==> src/rtl/mpeg_out_drain_if.sv <==
// FIFO-read and downstream valid/ready signals of the MPEG output drain.
// master = drain side, slave = FIFO/sink side.
interface mpeg_out_drain_if;
  logic [7:0] mpeg_out;
  logic       mpeg_empty;
  logic       mpeg_rd;
  logic [7:0] out_data;
  logic       out_valid;
  logic       out_ready;

  modport master (
    input  mpeg_out, mpeg_empty, out_ready,
    output mpeg_rd, out_data, out_valid
  );

  modport slave (
    output mpeg_out, mpeg_empty, out_ready,
    input  mpeg_rd, out_data, out_valid
  );
endinterface

==> src/rtl/mpeg_out_drain.sv <==
// Drains a 1-cycle-latency FIFO into a BUF_DEPTH buffer (first out_valid 2 cycles after first read),
// reads are credit-limited so out_ready=0 stalls reads once the buffer is full; counts bytes and 00 00 01.
module mpeg_out_drain #(
  parameter int BUF_DEPTH = 4,
  parameter int CNT_W     = 32
) (
  input  logic             clk,
  input  logic             rst,
  input  logic             clk_en,
  input  logic             stream_end,
  input  logic [CNT_W-1:0] expected_cnt,
  mpeg_out_drain_if.master bus,
  output logic [CNT_W-1:0] byte_cnt,
  output logic [CNT_W-1:0] sc_cnt,
  output logic             done,
  output logic             cnt_err
);

  localparam int AW = (BUF_DEPTH > 1) ? $clog2(BUF_DEPTH) : 1;
  localparam int OW = AW + 1;

  typedef enum logic [1:0] {IDLE, RUN, DRAIN, DONE} state_t;

  state_t           state_q;
  logic [7:0]       mem_q [BUF_DEPTH];
  logic [AW-1:0]    wr_ptr_q, rd_ptr_q;
  logic [OW-1:0]    occ_q, occ_d, occ_sum;
  logic             inflight_q;
  logic             end_q;
  logic [7:0]       h1_q, h0_q;
  logic [CNT_W-1:0] byte_cnt_q, sc_cnt_q;
  logic             done_q, cnt_err_q;

  logic rd, push, pop, is_sc, end_seen;

  // Credit check counts the byte already in flight so the buffer can never overflow.
  assign occ_sum  = occ_q + {{AW{1'b0}}, inflight_q};
  assign rd       = ~rst & clk_en & ~bus.mpeg_empty & (occ_sum < OW'(BUF_DEPTH)) & (state_q != DONE);
  assign push     = clk_en & inflight_q;
  assign pop      = clk_en & bus.out_valid & bus.out_ready;
  assign is_sc    = (bus.out_data == 8'h01) && (h1_q == 8'h00) && (h0_q == 8'h00);
  assign end_seen = end_q | stream_end;

  always_comb begin
    occ_d = occ_q;
    case ({push, pop})
      2'b10:   occ_d = occ_q + 1'b1;
      2'b01:   occ_d = occ_q - 1'b1;
      default: occ_d = occ_q;
    endcase
  end

  assign bus.mpeg_rd   = rd;
  assign bus.out_valid = (occ_q != '0);
  assign bus.out_data  = mem_q[rd_ptr_q];
  assign byte_cnt      = byte_cnt_q;
  assign sc_cnt        = sc_cnt_q;
  assign done          = done_q;
  assign cnt_err       = cnt_err_q;

  always_ff @(posedge clk or posedge rst) begin
    if (rst) begin
      state_q    <= IDLE;
      for (int i = 0; i < BUF_DEPTH; i++) mem_q[i] <= 8'h00;
      wr_ptr_q   <= '0;
      rd_ptr_q   <= '0;
      occ_q      <= '0;
      inflight_q <= 1'b0;
      end_q      <= 1'b0;
      h1_q       <= 8'hFF;
      h0_q       <= 8'hFF;
      byte_cnt_q <= '0;
      sc_cnt_q   <= '0;
      done_q     <= 1'b0;
      cnt_err_q  <= 1'b0;
    end else if (clk_en) begin
      if (push) begin
        mem_q[wr_ptr_q] <= bus.mpeg_out;
        wr_ptr_q        <= wr_ptr_q + 1'b1;
      end
      if (pop) begin
        rd_ptr_q   <= rd_ptr_q + 1'b1;
        h1_q       <= h0_q;
        h0_q       <= bus.out_data;
        byte_cnt_q <= byte_cnt_q + 1'b1;
        if (is_sc) sc_cnt_q <= sc_cnt_q + 1'b1;
      end
      occ_q      <= occ_d;
      inflight_q <= rd;
      if (stream_end) end_q <= 1'b1;

      case (state_q)
        IDLE: begin
          if (end_seen)  state_q <= DRAIN;
          else if (rd)   state_q <= RUN;
        end
        RUN: begin
          if (end_seen)  state_q <= DRAIN;
        end
        DRAIN: begin
          // occ=0 guarantees no transfer this cycle, so byte_cnt_q is final here.
          if (bus.mpeg_empty && !inflight_q && (occ_q == '0) && !rd) begin
            state_q   <= DONE;
            done_q    <= 1'b1;
            cnt_err_q <= (byte_cnt_q != expected_cnt);
          end
        end
        default: state_q <= DONE;
      endcase
    end
  end

endmodule

==> src/flat_wrapper.sv <==
// flat-port wrapper written by rule: the top's interface ports become plain ports
module mpeg_out_drain_flat 
#(
  parameter int BUF_DEPTH = 4,
  parameter int CNT_W     = 32
)
  (clk, rst, clk_en, stream_end, expected_cnt, byte_cnt, sc_cnt, done, cnt_err, bus_mpeg_out, bus_mpeg_empty, bus_out_ready, bus_mpeg_rd, bus_out_data, bus_out_valid);
  mpeg_out_drain_if bus_i ();
  input  logic clk;
  input  logic rst;
  input  logic clk_en;
  input  logic stream_end;
  input  logic [CNT_W-1:0] expected_cnt;
  output logic [CNT_W-1:0] byte_cnt;
  output logic [CNT_W-1:0] sc_cnt;
  output logic done;
  output logic cnt_err;
  input wire logic [$bits(bus_i.mpeg_out)-1:0] bus_mpeg_out;
  input wire logic [$bits(bus_i.mpeg_empty)-1:0] bus_mpeg_empty;
  input wire logic [$bits(bus_i.out_ready)-1:0] bus_out_ready;
  output wire logic [$bits(bus_i.mpeg_rd)-1:0] bus_mpeg_rd;
  output wire logic [$bits(bus_i.out_data)-1:0] bus_out_data;
  output wire logic [$bits(bus_i.out_valid)-1:0] bus_out_valid;
  assign bus_i.mpeg_out = bus_mpeg_out;
  assign bus_i.mpeg_empty = bus_mpeg_empty;
  assign bus_i.out_ready = bus_out_ready;
  assign bus_mpeg_rd = bus_i.mpeg_rd;
  assign bus_out_data = bus_i.out_data;
  assign bus_out_valid = bus_i.out_valid;
  mpeg_out_drain #(.BUF_DEPTH(BUF_DEPTH), .CNT_W(CNT_W)) u_core (.clk(clk), .rst(rst), .clk_en(clk_en), .stream_end(stream_end), .expected_cnt(expected_cnt), .bus(bus_i), .byte_cnt(byte_cnt), .sc_cnt(sc_cnt), .done(done), .cnt_err(cnt_err));
endmodule
==> config.mk <==
export PLATFORM = sky130hd
export DESIGN_NAME = mpeg_out_drain_flat
export DESIGN_NICKNAME = d
export VERILOG_FILES = /design/src/rtl/mpeg_out_drain_if.sv /design/src/rtl/mpeg_out_drain.sv /design/src/flat_wrapper.sv
export SDC_FILE = /design/constraint.sdc
export NUM_CORES = 1
export LEC_CHECK = 0
export CORE_ASPECT_RATIO = 1.4
export CORE_UTILIZATION = 52
export DETAILED_ROUTE_END_ITERATION = 8
export GPL_ROUTABILITY_DRIVEN = 0
export PLACE_DENSITY = 0.79
export SLEW_MARGIN = 20
export SYNTH_ARGS = -nofsm -noshare
export SYNTH_HDL_FRONTEND = slang
export SYNTH_SLANG_ARGS = --single-unit
export TNS_END_PERCENT = 30
==> constraint.sdc <==
create_clock -name clk -period 4.3 [get_ports clk]
set_clock_uncertainty 0.15 [all_clocks]
set_input_delay 0.43 -clock clk [delete_from_list [all_inputs] [get_ports clk]]
set_output_delay 0.43 -clock clk [all_outputs]
set_load 0.01 [all_outputs]
==> results of run 1 <==
## sequential cells by signal, indices dropped and copies added (netlist names)
signal and flops:
u_core.inflight_q 1, u_core.state_q 2, u_core.byte_cnt 32, u_core.mem_q 32, u_core.wr_ptr_q 2, u_core.h1_q 8
u_core.rd_ptr_q 2, u_core.sc_cnt 32, u_core.cnt_err 1, u_core.done 1, u_core.occ_q 3, u_core.h0_q 8
u_core.end_q 1
## per-layer routing
metal  wire length (µm)  part of all wire
met1               5380              0.40
met2               7320              0.54
met3                604             0.044
met4                312             0.023
met5                  0                 0
## final cells by class
type / instances / area [µm²]
inverters: 11 / 43.8
clock buffers: 17 / 425
clock inverters: 15 / 149
multi-input cells: 369 / 2730
flip-flops and latches: 125 / 3150
fillers: 831 / 3350
well taps: 144 / 180
repair buffers: 125 / 1250
## report_power, final
group	total (mW)	switching, mW	internal (mW)	leakage [nW]
clock	1.36	0.517	0.848	0.271
combinational	0.776	0.427	0.349	1.66
sequential	1.49	0.161	1.33	1.64
## critical path: cells and delay by family (launching register included)
kind | cells | cell delay [ps]
xor gates and xnor gates | 1 | 170
muxes | 1 | 630
and+or+nand+nor | 3 | 1540
DFF | 1 | 690
## metrics by stage
step                power (mW)  cell area, µm²  hold slack (ps)  worst slack (ps)
floorplan                 1.99            5980              273               419
global placement          2.25            7360              285              1020
detailed placement        2.28            7360              289               883
CTS                       3.65            7930              302               976
global route              3.81            7930              332               785
finish                    3.63            7930              298               996
## logic make-up (layout without fill, tap and decap cells)
family	count (synthesis)	after routing	share of synthesized area
compound gates	10	10	0.0105
xor+xnor	101	101	0.148
fa+ha+maj	8	8	0.0180
buf+inv	27	168	0.0201
flops	125	125	0.526
mux	42	42	0.0941
simple gates	208	208	0.184
## worst max path at each step
| stage | from | to | slack [ps] | cells after the start |
|---|---|---|---|---|
| final | u_core.rd_ptr_q[0]$_DFFE_PP0P_ | u_core.sc_cnt[11]$_DFFE_PP0P_ | 1000 | 5 |
| after global placement | clk_en | u_core.byte_cnt[28]$_DFFE_PP0P_ | 1020 | 7 |
| after CTS | u_core.rd_ptr_q[0]$_DFFE_PP0P_ | u_core.sc_cnt[11]$_DFFE_PP0P_ | 980 | 5 |
| after floorplan | rst | u_core.byte_cnt[0]$_DFFE_PP0P_ | 420 | 1 |
| after detailed placement | clk_en | u_core.byte_cnt[26]$_DFFE_PP0P_ | 880 | 7 |
| after global routing | u_core.rd_ptr_q[0]$_DFFE_PP0P_ | u_core.sc_cnt[31]$_DFFE_PP0P_ | 790 | 5 |
## cell usage in the layout, fill, tap and decap left out, types with 4 or more instances in the layout
master             n
mux4_2             8
dfstp_2           16
nor3_1             8
nor4_1            15
and4_1             4
clkinvlp_4         5
mux2_2            34
clkinv_2           5
nand4_1           35
nand3_1           29
inv_1             10
and3_1            21
clkdlybuf4s50_1  121
xnor2_1           57
dfrtp_1          109
clkbuf_16         17
and2_1             5
nand2_1           68
nor2_1            13
ha_1               7
xor2_1            44
==> run_results.csv, run 1 <==
group,metric,value,unit
cts,cts.htree.levels,4,
power_and_ir_drop,powerDensity,458,nW/µm²
cells_and_area,fin_cells,806,
logic_synthesis,synthTopCellsByArea,"dfrtp_1 46%, xnor2_1 8.3%, dfstp_2 7.0%, xor2_1 6.4%, mux2_2 6.4%",
worst_hold_path,holdPathEnd,"u_core.end_q$_DFFE_PP0P_",
grt,grt-busiest-layer,"met2",
sta,layout_min_cycle_time,3300,ps
logic_synthesis,synth_warnings,0,
cts,post-cts-setup-buffer-count,0,
cts,postCtsResizedCells,0,
logic_synthesis,syn-num-nets,575,
critical_path,rrSetupSlack,1000,ps
sta,hold_violations,0,
logic_synthesis,post-synth-top-count-cell,"dfrtp_1",
critical_path,max_stage_delay,720,ps
grt,use_met3,0.0603,
run,max_cap_viol_count,0,
worst_hold_path,hold-path-cell-count,1,
cts,clockBufferDepth,2,
sta,report.final.slew_viol_count,0,
critical_path,cp_max_fo,14,
detailed_routing,wl,13.6,mm
floorplan,pin_count,122,
logic_synthesis,synth-seq-cells,125,
logic_synthesis,async_reset_ff_frac,1.00,
cells_and_area,diodes,0,
worst_hold_path,worstHoldStart,"u_core.end_q$_DFFE_PP0P_",
logic_synthesis,yosysTopAreaCell,"dfrtp_1",
cells_and_area,drive_above_1_share,0.156,
grt,groute.layer.met1.usage,0.282,
logic_synthesis,synth_edf_count,0,
critical_path,worstSetupEndpointType,"flip-flop",
critical_path,start_kind,"flip-flop",
logic_synthesis,synth_top_flop_cell,"dfrtp_1",
detailed_routing,ant_nets,0,
detailed_routing,wire_per_inst,16.9,µm
floorplan,placementRows,46,
status,status,"finished, final reports clean",
cts,cts_buffers,17,
sta,setup_viol,0,
critical_path,crit_chain,"mux4_2 -> or4_4 -> nor4_4 -> nand3_1 -> xnor2_1",
floorplan,die-height,129,µm
cts,tritoncts,"built",
grt,grt_usage,0.246,
sta,rsz0062_at_grt,"false",
logic_synthesis,syn_avg_cell_area,11.5,µm²
detailed_routing,remaining_drc_errors,0,
logic_synthesis,synth_top_cells_by_count,"109 x dfrtp_1, 68 x nand2_1, 57 x xnor2_1",
detailed_routing,viasPerCell,5.61,
sta,worst_pin_slew,871,ps
critical_path,ff2ff_path_depth,5,
floorplan,die_area,11900,µm²
cts,cts.sinks,125,
floorplan,fp.dieW,92.7,µm
grt,grt_pass1_vias,4598,
placement,portBuffers,121,
cts,cts-root-buf,"clkbuf_16",
power_and_ir_drop,ir_worst_vdd,0.423,mV
grt,antenna_found_initial,0,
critical_path,r2r-start,"u_core.rd_ptr_q[0]$_DFFE_PP0P_",
floorplan,core_area,11300,µm²
cts,clkTransAtPathRegs,60,ps
grt,grt_pass1_wl,22.7,mm
logic_synthesis,synth_cells,521,
detailed_routing,vias,4518,
sta,max-slew-margin-rel,0.414,
floorplan,start_util,0.531,
grt,grt_overflow_total,0,
grt,grt_use_met2,0.435,
detailed_routing,drtPass1Iterations,4,
logic_synthesis,yosysUniqueCellTypes,35,
sta,fmax,303,MHz
critical_path,crit_type,"flip-flop to flip-flop",
sta,timing.final.crit_share,0.768,
critical_path,slowest_stage,"nor4_4",
placement,dp_cells,774,
power_and_ir_drop,p_leak,3.57,nW
worst_hold_path,hp-class,"flip-flop to flip-flop",
placement,place_hpwl,9.66,mm
critical_path,reg2reg_to,"u_core.sc_cnt[11]$_DFFE_PP0P_",
cts,clk_latency,400,ps
critical_path,cp.required,4440,ps
logic_synthesis,syn_area,5980,µm²
cells_and_area,syn2layout_area_growth,32.5,%
detailed_routing,first_iter_violations,260,
critical_path,crit_arrival,3440,ps
cts,cts_hold_buffers,0,
logic_synthesis,seq_area_frac_synth,0.526,
grt,grt_max_degree,73,
sta,tns,0,ps
cells_and_area,final_util,0.703,
logic_synthesis,synth_top_area_frac,0.456,
cells_and_area,design.final.nets,703,
Power figures use the tool's default switching activity.
==> run 2: changes to the inputs <==
- CORE_UTILIZATION: 52 -> 47
- PLACE_DENSITY: 0.79 -> 0.75
- clock period: 4.3 -> 3 ns (I/O delays scaled with it)
==> run 2 against run 1 <==
First-iteration DRC count fell by 25%. Count of clock-buffer cells in the layout rose by 3. Critical path depth rose by 1. Global-route usage fell by 2.7 points. Maximum frequency rose by 18%. Critical path type unchanged.
==> run_results.csv, run 2 (same netlist as run 1, synthesis figures left out) <==
group,metric,value,unit
floorplan,die-height,136,µm
cells_and_area,syn2layout_area_growth,36.0,%
status,status,"finished, final reports clean",
sta,layout_min_cycle_time,2810,ps
critical_path,crit_chain,"mux4_2 -> or4_4 -> nor4_4 -> buf_12 -> nand4_1 -> xnor2_1",
floorplan,fp.dieW,97.4,µm
power_and_ir_drop,powerDensity,698,nW/µm²
cells_and_area,diodes,0,
critical_path,max_stage_delay,600,ps
critical_path,crit_buf_inv,1,
critical_path,cp.required,3140,ps
detailed_routing,ant_nets,0,
cells_and_area,drive_above_1_share,0.167,
sta,hold_violations,0,
critical_path,cp_max_fo,14,
cts,cts-root-buf,"clkbuf_16",
cells_and_area,layout_common_cells,"121 x clkdlybuf4s50_1, 109 x dfrtp_1, 68 x nand2_1",
detailed_routing,drtPass1Iterations,4,
cells_and_area,design.final.nets,713,
cts,post-cts-setup-buffer-count,0,
floorplan,core_area,12400,µm²
critical_path,ff2ff_path_depth,6,
critical_path,worstSetupEndpointType,"flip-flop",
grt,grt_usage,0.219,
critical_path,slowest_stage,"mux4_2",
cts,cts.htree.levels,4,
detailed_routing,wire_per_inst,16.3,µm
cts,clkTransAtPathRegs,60,ps
cts,clk_latency,410,ps
run,max_cap_viol_count,0,
sta,finalHoldWorstSlack,251,ps
sta,tns,0,ps
detailed_routing,vias,4453,
grt,grt_max_degree,84,
placement,placed_area,7460,µm²
grt,grt_overflow_total,0,
worst_hold_path,hp-class,"input pin to asynchronous set/reset pin",
sta,rsz0062_at_grt,"false",
critical_path,rrSetupSlack,190,ps
cts,clockBufferDepth,2,
cells_and_area,final_common_cell,"clkdlybuf4s50_1",
detailed_routing,first_iter_violations,196,
floorplan,start_util,0.484,
critical_path,path_delay_family,"simple AND/OR/NAND/NOR gates",
grt,grt_pass1_vias,4706,
floorplan,pin_count,122,
cts,tritoncts,"built",
placement,portBuffers,121,
cells_and_area,fin_area,8140,µm²
detailed_routing,remaining_drc_errors,0,
sta,max-slew-margin-rel,0.446,
placement,place_hpwl,9.76,mm
critical_path,start_kind,"flip-flop",
detailed_routing,viasPerCell,5.42,
sta,timing.final.crit_share,0.936,
sta,setup_viol,0,
critical_path,reg2reg_to,"u_core.sc_cnt[25]$_DFFE_PP0P_",
sta,report.final.slew_viol_count,0,
floorplan,die_area,13200,µm²
cts,cts_hold_buffers,0,
cts,cts_buffers,17,
power_and_ir_drop,ir_worst_vdd,0.561,mV
cts,postCtsResizedCells,0,
sta,worst_pin_slew,828,ps
sta,fmax,356,MHz
critical_path,crit_arrival,2950,ps
power_and_ir_drop,p_leak,3.67,nW
cells_and_area,final_util,0.658,
floorplan,placementRows,48,
grt,antenna_found_initial,0,
critical_path,r2r-start,"u_core.rd_ptr_q[0]$_DFFE_PP0P_",
critical_path,crit_type,"flip-flop to flip-flop",
detailed_routing,wl,13.4,mm
cts,cts.sinks,125,
grt,grt_pass1_wl,22.8,mm
==> run 2: per-layer routing <==
metal	global-route usage	vias up	wire, µm	share of wire
met5	0	-	0	0
met4	0.0874	0	267	0.020
met3	0.0521	22	484	0.036
met2	0.397	110	7350	0.55
met1	0.249	2219	5330	0.40
li1	-	2102	-	-
==> run 2: worst max-delay path by stage <==
stage	startpoint	endpoint	slack (ps)	cells after the start
final	u_core.rd_ptr_q[0]$_DFFE_PP0P_	u_core.sc_cnt[25]$_DFFE_PP0P_	190	6
after global routing	u_core.rd_ptr_q[0]$_DFFE_PP0P_	u_core.sc_cnt[27]$_DFFE_PP0P_	50	6
after CTS	u_core.rd_ptr_q[0]$_DFFE_PP0P_	u_core.sc_cnt[25]$_DFFE_PP0P_	180	6
after detailed placement	u_core.rd_ptr_q[0]$_DFFE_PP0P_	u_core.sc_cnt[25]$_DFFE_PP0P_	210	6
after global placement	u_core.rd_ptr_q[0]$_DFFE_PP0P_	u_core.sc_cnt[25]$_DFFE_PP0P_	270	6
after floorplan	u_core.rd_ptr_q[0]$_DFFE_PP0P_	u_core.sc_cnt[9]$_DFFE_PP0P_	320	7
==> run 2: layout make-up <==
class	instances	area (µm²)
fillers	977	4240
flip-flops and latches	125	3150
multi-input cells	369	2730
repair buffers	135	1350
clock buffers	20	457
clock inverters	12	215
well taps	150	188
inverters	11	45.0
==> run 2: where the power goes <==
group          internal (mW)  total, mW  switching (mW)
Combinational          0.599       1.25           0.647
Sequential              1.91       2.12           0.206
Clock                   1.60       2.32           0.722
==> run 2: metrics by stage <==
step	setup slack, ps	std cells	power [mW]
6_report	192	822	5.68
5_1_grt	53.9	822	5.94
4_1_cts	182	822	5.73
3_5_place_dp	208	790	3.39
3_3_place_gp	271	790	3.36
2_1_floorplan	316	521	2.85
==> run 2: tightest hold or removal path, delay by kind of cell <==
kind                   cells  cell delay (ps)
buffers and inverters      3              930
